$ cat config.mk
export PLATFORM = sky130hd
export DESIGN_NAME = im_sequencer_flat
export DESIGN_NICKNAME = d
export VERILOG_FILES = /design/src/rtl/im_sequencer_if.sv /design/src/rtl/im_sequencer.sv /design/src/flat_wrapper.sv
export SDC_FILE = /design/constraint.sdc
export NUM_CORES = 1
export LEC_CHECK = 0
export ABC_AREA = 1
export CAP_MARGIN = 10
export CELL_PAD_IN_SITES_DETAIL_PLACEMENT = 1
export CELL_PAD_IN_SITES_GLOBAL_PLACEMENT = 1
export CORE_MARGIN = 10
export CORE_UTILIZATION = 35
export CTS_CLUSTER_DIAMETER = 60
export CTS_CLUSTER_SIZE = 12
export DETAILED_ROUTE_END_ITERATION = 8
export GPL_TIMING_DRIVEN = 1
export PLACE_DENSITY = 0.93
export SYNTH_ARGS = -nofsm -noshare
export SYNTH_HDL_FRONTEND = slang
export SYNTH_SLANG_ARGS = --single-unit
$ cat constraint.sdc
create_clock -name clk -period 2.19 [get_ports clk]
set_input_delay 0.657 -clock clk [delete_from_list [all_inputs] [get_ports clk]]
set_output_delay 0.657 -clock clk [all_outputs]
set_load 0.02 [all_outputs]
$ cat src/rtl/im_sequencer_if.sv
// Bundles the sequencer's three bus groups: the external word stream, the
// instruction memory write port, and the datapath PC/instruction handshake.
interface im_sequencer_if #(
  parameter int unsigned DATA_W = 32
);

  // External configuration stream
  logic              s_valid;
  logic [DATA_W-1:0] s_data;
  logic              s_ready;

  // Instruction memory external write port
  logic              wr_en_ext_im;
  logic [DATA_W-1:0] wr_addr_ext_im;
  logic [DATA_W-1:0] wr_data_ext_im;

  // Datapath stepping handshake
  logic [31:0]       PC;
  logic              instr_valid;
  logic              instr_done;

  // Sequencer side
  modport master (
    input  s_valid,
    input  s_data,
    input  instr_done,
    output s_ready,
    output wr_en_ext_im,
    output wr_addr_ext_im,
    output wr_data_ext_im,
    output PC,
    output instr_valid
  );

  // Environment side (config source, memory, datapath)
  modport slave (
    output s_valid,
    output s_data,
    output instr_done,
    input  s_ready,
    input  wr_en_ext_im,
    input  wr_addr_ext_im,
    input  wr_data_ext_im,
    input  PC,
    input  instr_valid
  );

endinterface

$ cat src/rtl/im_sequencer.sv
// Instruction memory sequencer: loads external words into the (entry, field)
// address space of the instruction memory, then steps PC through the stored
// instructions, one datapath handshake per instruction.
module im_sequencer #(
  parameter int unsigned IM_SIZE   = 2,
  parameter int unsigned IM_FIELDS = 32,
  parameter int unsigned DATA_W    = 32
) (
  input  logic        clk,
  input  logic        reset,
  input  logic        load_start,
  input  logic [6:0]  load_count,
  input  logic        run_start,
  input  logic [15:0] num_instr,
  input  logic        abort,
  output logic        load_done,
  output logic        run_done,
  output logic        busy,
  im_sequencer_if.master bus
);

  localparam int unsigned TOTAL   = IM_SIZE * IM_FIELDS;
  localparam int unsigned TOT_W   = $clog2(TOTAL + 1);
  localparam int unsigned REM_W   = (TOT_W > 7) ? TOT_W : 7;
  localparam int unsigned WIDX_W  = (TOTAL > 1) ? $clog2(TOTAL) : 1;
  localparam int unsigned LEFT_W  = 16;
  localparam int unsigned PC_W    = 32;

  typedef enum logic [1:0] {
    ST_IDLE = 2'd0,
    ST_LOAD = 2'd1,
    ST_RUN  = 2'd2
  } state_e;

  state_e              state_q,       state_d;
  logic [REM_W-1:0]    remaining_q,   remaining_d;
  logic [WIDX_W-1:0]   widx_q,        widx_d;
  logic [LEFT_W-1:0]   left_q,        left_d;
  logic [PC_W-1:0]     pc_q,          pc_d;
  logic                instr_valid_q, instr_valid_d;
  logic                wr_en_q,       wr_en_d;
  logic [DATA_W-1:0]   wr_addr_q,     wr_addr_d;
  logic [DATA_W-1:0]   wr_data_q,     wr_data_d;
  logic                load_done_q,   load_done_d;
  logic                run_done_q,    run_done_d;

  logic                s_ready;
  logic                handshake;
  logic                step;
  logic [REM_W-1:0]    load_clamped;

  // Stream readiness depends on the registered state only, never on s_valid.
  assign s_ready      = (state_q == ST_LOAD);
  assign handshake    = bus.s_valid & s_ready;
  assign step         = bus.instr_done & instr_valid_q;
  assign load_clamped = (REM_W'(load_count) > REM_W'(TOTAL)) ? REM_W'(TOTAL)
                                                              : REM_W'(load_count);

  // State and datapath registers.
  always_ff @(posedge clk or negedge reset) begin
    if (!reset) begin
      state_q       <= ST_IDLE;
      remaining_q   <= '0;
      widx_q        <= '0;
      left_q        <= '0;
      pc_q          <= '0;
      instr_valid_q <= 1'b0;
      wr_en_q       <= 1'b0;
      wr_addr_q     <= '0;
      wr_data_q     <= '0;
      load_done_q   <= 1'b0;
      run_done_q    <= 1'b0;
    end else begin
      state_q       <= state_d;
      remaining_q   <= remaining_d;
      widx_q        <= widx_d;
      left_q        <= left_d;
      pc_q          <= pc_d;
      instr_valid_q <= instr_valid_d;
      wr_en_q       <= wr_en_d;
      wr_addr_q     <= wr_addr_d;
      wr_data_q     <= wr_data_d;
      load_done_q   <= load_done_d;
      run_done_q    <= run_done_d;
    end
  end

  // Next-state and registered-output logic; abort overrides everything.
  always_comb begin
    state_d       = state_q;
    remaining_d   = remaining_q;
    widx_d        = widx_q;
    left_d        = left_q;
    pc_d          = pc_q;
    instr_valid_d = instr_valid_q;
    wr_en_d       = 1'b0;
    wr_addr_d     = wr_addr_q;
    wr_data_d     = wr_data_q;
    load_done_d   = 1'b0;
    run_done_d    = 1'b0;

    if (abort) begin
      state_d       = ST_IDLE;
      remaining_d   = '0;
      widx_d        = '0;
      left_d        = '0;
      pc_d          = '0;
      instr_valid_d = 1'b0;
    end else begin
      unique case (state_q)
        ST_IDLE: begin
          // Load takes precedence when both starts arrive together.
          if (load_start) begin
            if (load_count == 7'd0) begin
              load_done_d = 1'b1;
            end else begin
              state_d     = ST_LOAD;
              remaining_d = load_clamped;
              widx_d      = '0;
            end
          end else if (run_start) begin
            if (num_instr == 16'd0) begin
              run_done_d = 1'b1;
            end else begin
              state_d       = ST_RUN;
              pc_d          = '0;
              left_d        = num_instr;
              instr_valid_d = 1'b1;
            end
          end
        end

        ST_LOAD: begin
          // With 32 fields per entry, {entry, field} is just the word index.
          if (handshake) begin
            wr_en_d     = 1'b1;
            wr_addr_d   = DATA_W'(widx_q);
            wr_data_d   = bus.s_data;
            widx_d      = widx_q + WIDX_W'(1);
            remaining_d = remaining_q - REM_W'(1);
            if (remaining_q == REM_W'(1)) begin
              state_d     = ST_IDLE;
              load_done_d = 1'b1;
            end
          end
        end

        ST_RUN: begin
          if (step) begin
            left_d = left_q - LEFT_W'(1);
            if (left_q == LEFT_W'(1)) begin
              state_d       = ST_IDLE;
              instr_valid_d = 1'b0;
              pc_d          = '0;
              run_done_d    = 1'b1;
            end else if (pc_q == PC_W'(IM_SIZE - 1)) begin
              pc_d = '0;
            end else begin
              pc_d = pc_q + PC_W'(1);
            end
          end
        end

        default: begin
          state_d = ST_IDLE;
        end
      endcase
    end
  end

  assign bus.s_ready        = s_ready;
  assign bus.wr_en_ext_im   = wr_en_q;
  assign bus.wr_addr_ext_im = wr_addr_q;
  assign bus.wr_data_ext_im = wr_data_q;
  assign bus.PC             = pc_q;
  assign bus.instr_valid    = instr_valid_q;
  assign load_done          = load_done_q;
  assign run_done           = run_done_q;
  assign busy               = (state_q != ST_IDLE);

endmodule

$ cat src/flat_wrapper.sv
// flat-port wrapper written by rule: the top's interface ports become plain ports
module im_sequencer_flat 
#(
  parameter int unsigned IM_SIZE   = 2,
  parameter int unsigned IM_FIELDS = 32,
  parameter int unsigned DATA_W    = 32
)
  (clk, reset, load_start, load_count, run_start, num_instr, abort, load_done, run_done, busy, bus_s_valid, bus_s_data, bus_instr_done, bus_s_ready, bus_wr_en_ext_im, bus_wr_addr_ext_im, bus_wr_data_ext_im, bus_PC, bus_instr_valid);
  im_sequencer_if #(.DATA_W(DATA_W)) bus_i ();
  input  logic clk;
  input  logic reset;
  input  logic load_start;
  input  logic [6:0] load_count;
  input  logic run_start;
  input  logic [15:0] num_instr;
  input  logic abort;
  output logic load_done;
  output logic run_done;
  output logic busy;
  input wire logic [$bits(bus_i.s_valid)-1:0] bus_s_valid;
  input wire logic [$bits(bus_i.s_data)-1:0] bus_s_data;
  input wire logic [$bits(bus_i.instr_done)-1:0] bus_instr_done;
  output wire logic [$bits(bus_i.s_ready)-1:0] bus_s_ready;
  output wire logic [$bits(bus_i.wr_en_ext_im)-1:0] bus_wr_en_ext_im;
  output wire logic [$bits(bus_i.wr_addr_ext_im)-1:0] bus_wr_addr_ext_im;
  output wire logic [$bits(bus_i.wr_data_ext_im)-1:0] bus_wr_data_ext_im;
  output wire logic [$bits(bus_i.PC)-1:0] bus_PC;
  output wire logic [$bits(bus_i.instr_valid)-1:0] bus_instr_valid;
  assign bus_i.s_valid = bus_s_valid;
  assign bus_i.s_data = bus_s_data;
  assign bus_i.instr_done = bus_instr_done;
  assign bus_s_ready = bus_i.s_ready;
  assign bus_wr_en_ext_im = bus_i.wr_en_ext_im;
  assign bus_wr_addr_ext_im = bus_i.wr_addr_ext_im;
  assign bus_wr_data_ext_im = bus_i.wr_data_ext_im;
  assign bus_PC = bus_i.PC;
  assign bus_instr_valid = bus_i.instr_valid;
  im_sequencer #(.IM_SIZE(IM_SIZE), .IM_FIELDS(IM_FIELDS), .DATA_W(DATA_W)) u_core (.clk(clk), .reset(reset), .load_start(load_start), .load_count(load_count), .run_start(run_start), .num_instr(num_instr), .abort(abort), .load_done(load_done), .run_done(run_done), .busy(busy), .bus(bus_i));
endmodule
* Word level (Yosys, flattened, before mapping)
Cells that the tools add are included.
** Storage, ports and cells
- Input port bits :: 62
- Register bits :: 105
** Operators by class
- Bitwise logic cells :: 3
- Reduce and logical (&&, ||, !) cells :: 11
- $add $sub $neg :: 4
- Magnitude comparators :: 1
- Equal/unequal tests :: 17
- Multiplexer cells :: 58
** Operators with widths (count)
- 32-bit two-way mux :: 7
- 16-bit two-way mux :: 5
- 32-bit case mux with 2 select lines :: 1
- 7-bit two-way mux :: 5
- 32-bit by 1-bit adder with 32-bit output (second input constant) :: 1
- 32-bit by 1-bit == test with 1-bit output (second input constant) :: 1
- 16-bit case mux with 2 select lines :: 1
- 6-bit two-way mux :: 4
- 3-bit inequality test (second input constant) :: 7
- 1-bit two-way mux :: 20
- 2-bit two-way mux :: 9
- 16-bit by 1-bit == test with 1-bit output (second input constant) :: 1
- 16-bit logical NOT :: 1
- 16-bit by 1-bit subtractor with 16-bit output (second input constant) :: 1
- 7-bit case mux with 2 select lines :: 1
- 4-bit inequality test (second input constant) :: 3
- 6-bit case mux with 2 select lines :: 1
- 7-bit by 1-bit == test with 1-bit output (second input constant) :: 1
- 7-bit > comparator (second input constant) :: 1
- 7-bit logical NOT :: 1
- 7-bit AND reduction :: 1
- 7-bit by 1-bit subtractor with 7-bit output (second input constant) :: 1
- 6-bit by 1-bit adder with 6-bit output (second input constant) :: 1
- 3-bit by 2-bit inequality test with 1-bit output (second input constant) :: 2
- other kinds (13) :: 17

* Longest topological paths before layout
- Word-level depth :: 6
- Depth in mapped cells :: 13
- Mapped depth without buffers :: 12

* Worst setup path after synthesis
No wires, ideal clock.
- Kind :: input to register
- Start point :: input port abort
- End point :: register u_core.remaining_q[1]
- Library setup time :: 0.126 ns
- Required time :: 2.064 ns
- Setup slack :: 0.374 ns
- Stages :: 9
- Arrival :: 1.690 ns
- Buffers on the path :: 2
- Cell sequence :: buf_4 > inv_1 > nand2_2 > inv_2 > a21oi_1 > nand2_2 > inv_2 > buf_4 > o21ai_0
** Between the ends
- Word-level cells in the longest chain between the ends :: 2
- Elaborated cells between the ends (all ways) :: 6
** RTL lines
- from (decl) :: RTL line flat_wrapper.sv:16 : input logic abort;
- 3-bit inequality test (no source line) / 3-bit nonzero test (equally long branches)
- 4-bit AND reduction (no source line)
- to (signal assigned) :: RTL line im_sequencer.sv:75 : remaining_q <= remaining_d;
- to (decl) :: RTL line im_sequencer.sv:36 : logic [REM_W-1:0] remaining_q, remaining_d;
Several ways; a longest one is shown, not always the timed one.
A chain may end at the register's enable or synchronous reset.

* Worst setup path in the final report
- Start point :: register u_core.pc_q[8], in the netlist u_core.bus.PC[8]
- End point :: output port bus_PC[8]
** RTL lines
- from (decl) :: RTL line im_sequencer.sv:39 : logic [PC_W-1:0] pc_q, pc_d;
- from (signal assigned) :: RTL line im_sequencer.sv:78 : pc_q <= pc_d;
- to (decl) :: RTL line flat_wrapper.sv:27 : output wire logic [$bits(bus_i.PC)-1:0] bus_PC;
No word-level cell between the ends.

==> results.json <==
{
  "status": "complete, but fails checks",
  "violations_in_the_final_reports": "setup timing",
  "design.die.area_sq_um": 23700,
  "path_delay_family": "buffers and inverters",
  "async_flop_share": 1.00,
  "share_of_final_layout_standard_cells_stronger_than_drive_strength_1": 0.118,
  "die_x_um": 154,
  "drtIter0Drc": 370,
  "crit_path_start_kind": "flop",
  "area_growth_pct": 38.4,
  "edff_count_synth": 0,
  "synth_flop_cell": "sky130_fd_sc_hd__dfrtp_1",
  "core_sq_um": 17400,
  "crit_chain": "clkdlybuf4s50_1",
  "dpl_worst_slack_ns": -0.310,
  "avg_inst_size_synth_sq_um": 6.94,
  "critPathRequiredTime_ns": 1.53,
  "ys.warnings.count": 0,
  "ys_ff_latch": 105,
  "rows": 48,
  "post_cts_buffers": 0,
  "placed_cell_area_sq_um": 8320,
  "library_cells_used_by_synthesis": 35,
  "cts-buffers-inserted": 9,
  "finalClockSkew_ns": 0.0129,
  "detailedRoute.firstPassIterationCount": 5,
  "crit_path_top_delay_cell": "sky130_fd_sc_hd__clkdlybuf4s50_1",
  "fin_total_pwr_w": 0.00895,
  "cp_data_arrival_time_ns": 1.54,
  "clock_tree.htree_level_count": 3,
  "vias_in_the_first_global_route": 7278,
  "io_buffer_count": 137,
  "tritoncts_clock_tree": "yes",
  "finalCritPeriodShare": 1.00,
  "gp_congestion": 0.866,
  "die_h_um": 154,
  "fin_nets": 1170,
  "worstSetupPathType": "flop to primary output",
  "critical-path-max-stage-delay_ns": 0.68,
  "critical_path.startpoint": "u_core.bus.PC[8]$_DFFE_PN0P_",
  "grt_util_all_layers": 0.188,
  "synth_sequential_area_ratio": 0.419,
  "dr_total_vias": 6651,
  "fin_tns_setup_ns": -0.0104,
  "numClockSinks": 105,
  "hold_path.class": "input port to asynchronous set/reset pin",
  "endpoints_failing_setup": 1,
  "cts.reportedPaths.clkPinSlew_ns": 0.08,
  "vdd.ir_drop.worst_uv": 600,
  "design_area_sq_um": 8690,
  "io-pin-count": 164,
  "drt_drc_violations_left": 0,
  "slew_viol_final": 0,
  "max_freq_ghz": 0.454,
  "leakage_nw": 4.35,
  "grt_antenna_before_repair": 0,
  "postSynthCellCount": 904,
  "end_kind": "primary output",
  "worst-path-buf-inv": 1,
  "antenna_cells_inserted": 0,
  "path_max_fanout": 6,
  "synth_area_sq_um": 6280,
  "route.final.wire_length_um": 23000,
  "antenna_left": 0,
  "clock-root-buffer": "sky130_fd_sc_hd__clkbuf_16",
  "dp.final_hpwl_um": 17300,
  "cap_viol_max_count": 0,
  "cellPowerDensity_nw_per_um2": 1030,
  "utilization": 0.499,
  "worstReg2RegStart": "u_core.state_q[0]$_DFFE_PN0P_",
  "clock_latency_ns": 0.37,
  "report.final.hold_viol_count": 0,
  "grt_overflow": 0,
  "viasPerCell": 5.00,
  "clock_tree_buffer_depth": 2,
  "grt_start_max_net_pins": 48,
  "start_util": 0.360,
  "grt_first_pass_wirelength_um": 37200,
  "worst_case_setup_margin_in_the_final_layout_ns": -0.0104,
  "layout_commonest_cell": "sky130_fd_sc_hd__nand2_1",
  "mostFrequentLayoutCells": "sky130_fd_sc_hd__nand2_1, sky130_fd_sc_hd__nor2_1, sky130_fd_sc_hd__clkdlybuf4s50_1, sky130_fd_sc_hd__dfrtp_1, sky130_fd_sc_hd__nand3_1",
  "detail_route.wl_per_cell_um": 17.3,
  "finalWorstPathRequiredPeriod_ns": 2.20
}
-- registers in the layout, indices dropped and copies added, names as in the netlist --
name	cells
u_core.bus.instr_valid	1
u_core.left_q	16
u_core.widx_q	6
u_core.state_q	2
u_core.bus.wr_addr_ext_im	6
u_core.bus.wr_data_ext_im	32
u_core.run_done	1
u_core.remaining_q	7
u_core.bus.PC	32
u_core.load_done	1
u_core.bus.wr_en_ext_im	1
-- repair_timing --
item	4_1_cts	5_1_grt
endpoints found under the setup margin	10	30
cloned	0	1
gates resized for setup	10	14
hold buffers	0	0
-- cell type report --
class | instances | area (sq um)
Clock buffer | 9 | 225
Clock inverter | 7 | 90.1
Fill cell | 2198 | 8730
Inverter | 90 | 340
Multi-Input combinational cell | 685 | 3090
Sequential cell | 105 | 2630
Tap cell | 225 | 282
Timing Repair Buffer | 210 | 2030
-- Yosys cell counts (8+ instances only) --
| master | n | area [sq um] |
|---|---|---|
| sky130_fd_sc_hd__nor2_2 | 8 | 50.1 |
| sky130_fd_sc_hd__buf_4 | 29 | 218 |
| sky130_fd_sc_hd__nand3_1 | 90 | 450 |
| sky130_fd_sc_hd__nand4_1 | 15 | 93.8 |
| sky130_fd_sc_hd__o21ai_0 | 38 | 190 |
| sky130_fd_sc_hd__nor3_1 | 15 | 75.1 |
| sky130_fd_sc_hd__nand2_2 | 9 | 56.3 |
| sky130_fd_sc_hd__nor2_1 | 126 | 473 |
| sky130_fd_sc_hd__xor2_1 | 8 | 70.1 |
| sky130_fd_sc_hd__inv_2 | 10 | 37.5 |
| sky130_fd_sc_hd__inv_1 | 79 | 297 |
| sky130_fd_sc_hd__dfrtp_1 | 105 | 2630 |
| sky130_fd_sc_hd__buf_2 | 8 | 40.0 |
| sky130_fd_sc_hd__o21ai_1 | 14 | 70.1 |
| sky130_fd_sc_hd__a21oi_1 | 12 | 60.1 |
| sky130_fd_sc_hd__nand2_1 | 297 | 1110 |
-- report_power, final --
| part | internal, W | switching, W |
|---|---|---|
| clock | 0.000924 | 0.000857 |
| combinational | 0.00173 | 0.00263 |
| sequential | 0.00243 | 0.000380 |
| total | 0.00509 | 0.00386 |
-- final timing paths --
kind,end,slack [ns],cells after the start
setup / recovery,bus_PC[8],-0.01,1
hold / removal,u_core.left_q[5]$_DFFE_PN0P_,0.16,1
setup reg to reg,u_core.left_q[4]$_DFFE_PN0P_,0.22,10
hold reg to reg,u_core.bus.wr_data_ext_im[13]$_DFFE_PN0P_,0.48,2
max in group asynchronous,u_core.left_q[14]$_DFFE_PN0P_,1.46,2
min in group clk,u_core.bus.wr_data_ext_im[13]$_DFFE_PN0P_,0.48,2
-- routing by layer --
layer | up-vias | GRT usage | wire length [um]
li1 | 3194 | - | -
met1 | 3241 | 0.219 | 9410
met2 | 193 | 0.330 | 11700
met3 | 23 | 0.0524 | 1600
met4 | 0 | 0.0486 | 295
met5 | - | 0 | 0
-- logic make-up after synthesis --
kind of cell	Yosys count	synth area share
AND/OR/NAND/NOR	567	0.379
AO/OA/AOI/OAI	75	0.0662
other	1	0.000598
flip-flops	105	0.419
XOR/XNOR	10	0.0140
adder cells (fa/ha/maj)	7	0.0140
buffers and inverters	139	0.107
-- worst reg2reg max path, cell delays in order (launching register included) --
cell and delay (ns):
sky130_fd_sc_hd__dfrtp_1 0.40, sky130_fd_sc_hd__inv_2 0.12, sky130_fd_sc_hd__nand2_2 0.20, sky130_fd_sc_hd__nor2_2 0.19, sky130_fd_sc_hd__buf_4 0.14, sky130_fd_sc_hd__buf_4 0.19
sky130_fd_sc_hd__inv_2 0.09, sky130_fd_sc_hd__a21oi_1 0.14, sky130_fd_sc_hd__o21ai_0 0.11, sky130_fd_sc_hd__or2_1 0.24, sky130_fd_sc_hd__nand3_1 0.09
-- per-stage QoR --
stage	instances	hold slack [ns]
global placement	1314	0.453
floorplan	929	0.361
global route	1331	0.173
finish	1331	0.158
CTS	1330	0.155
detailed placement	1314	0.459
No activity file was read; power rests on OpenSTA's default activity.
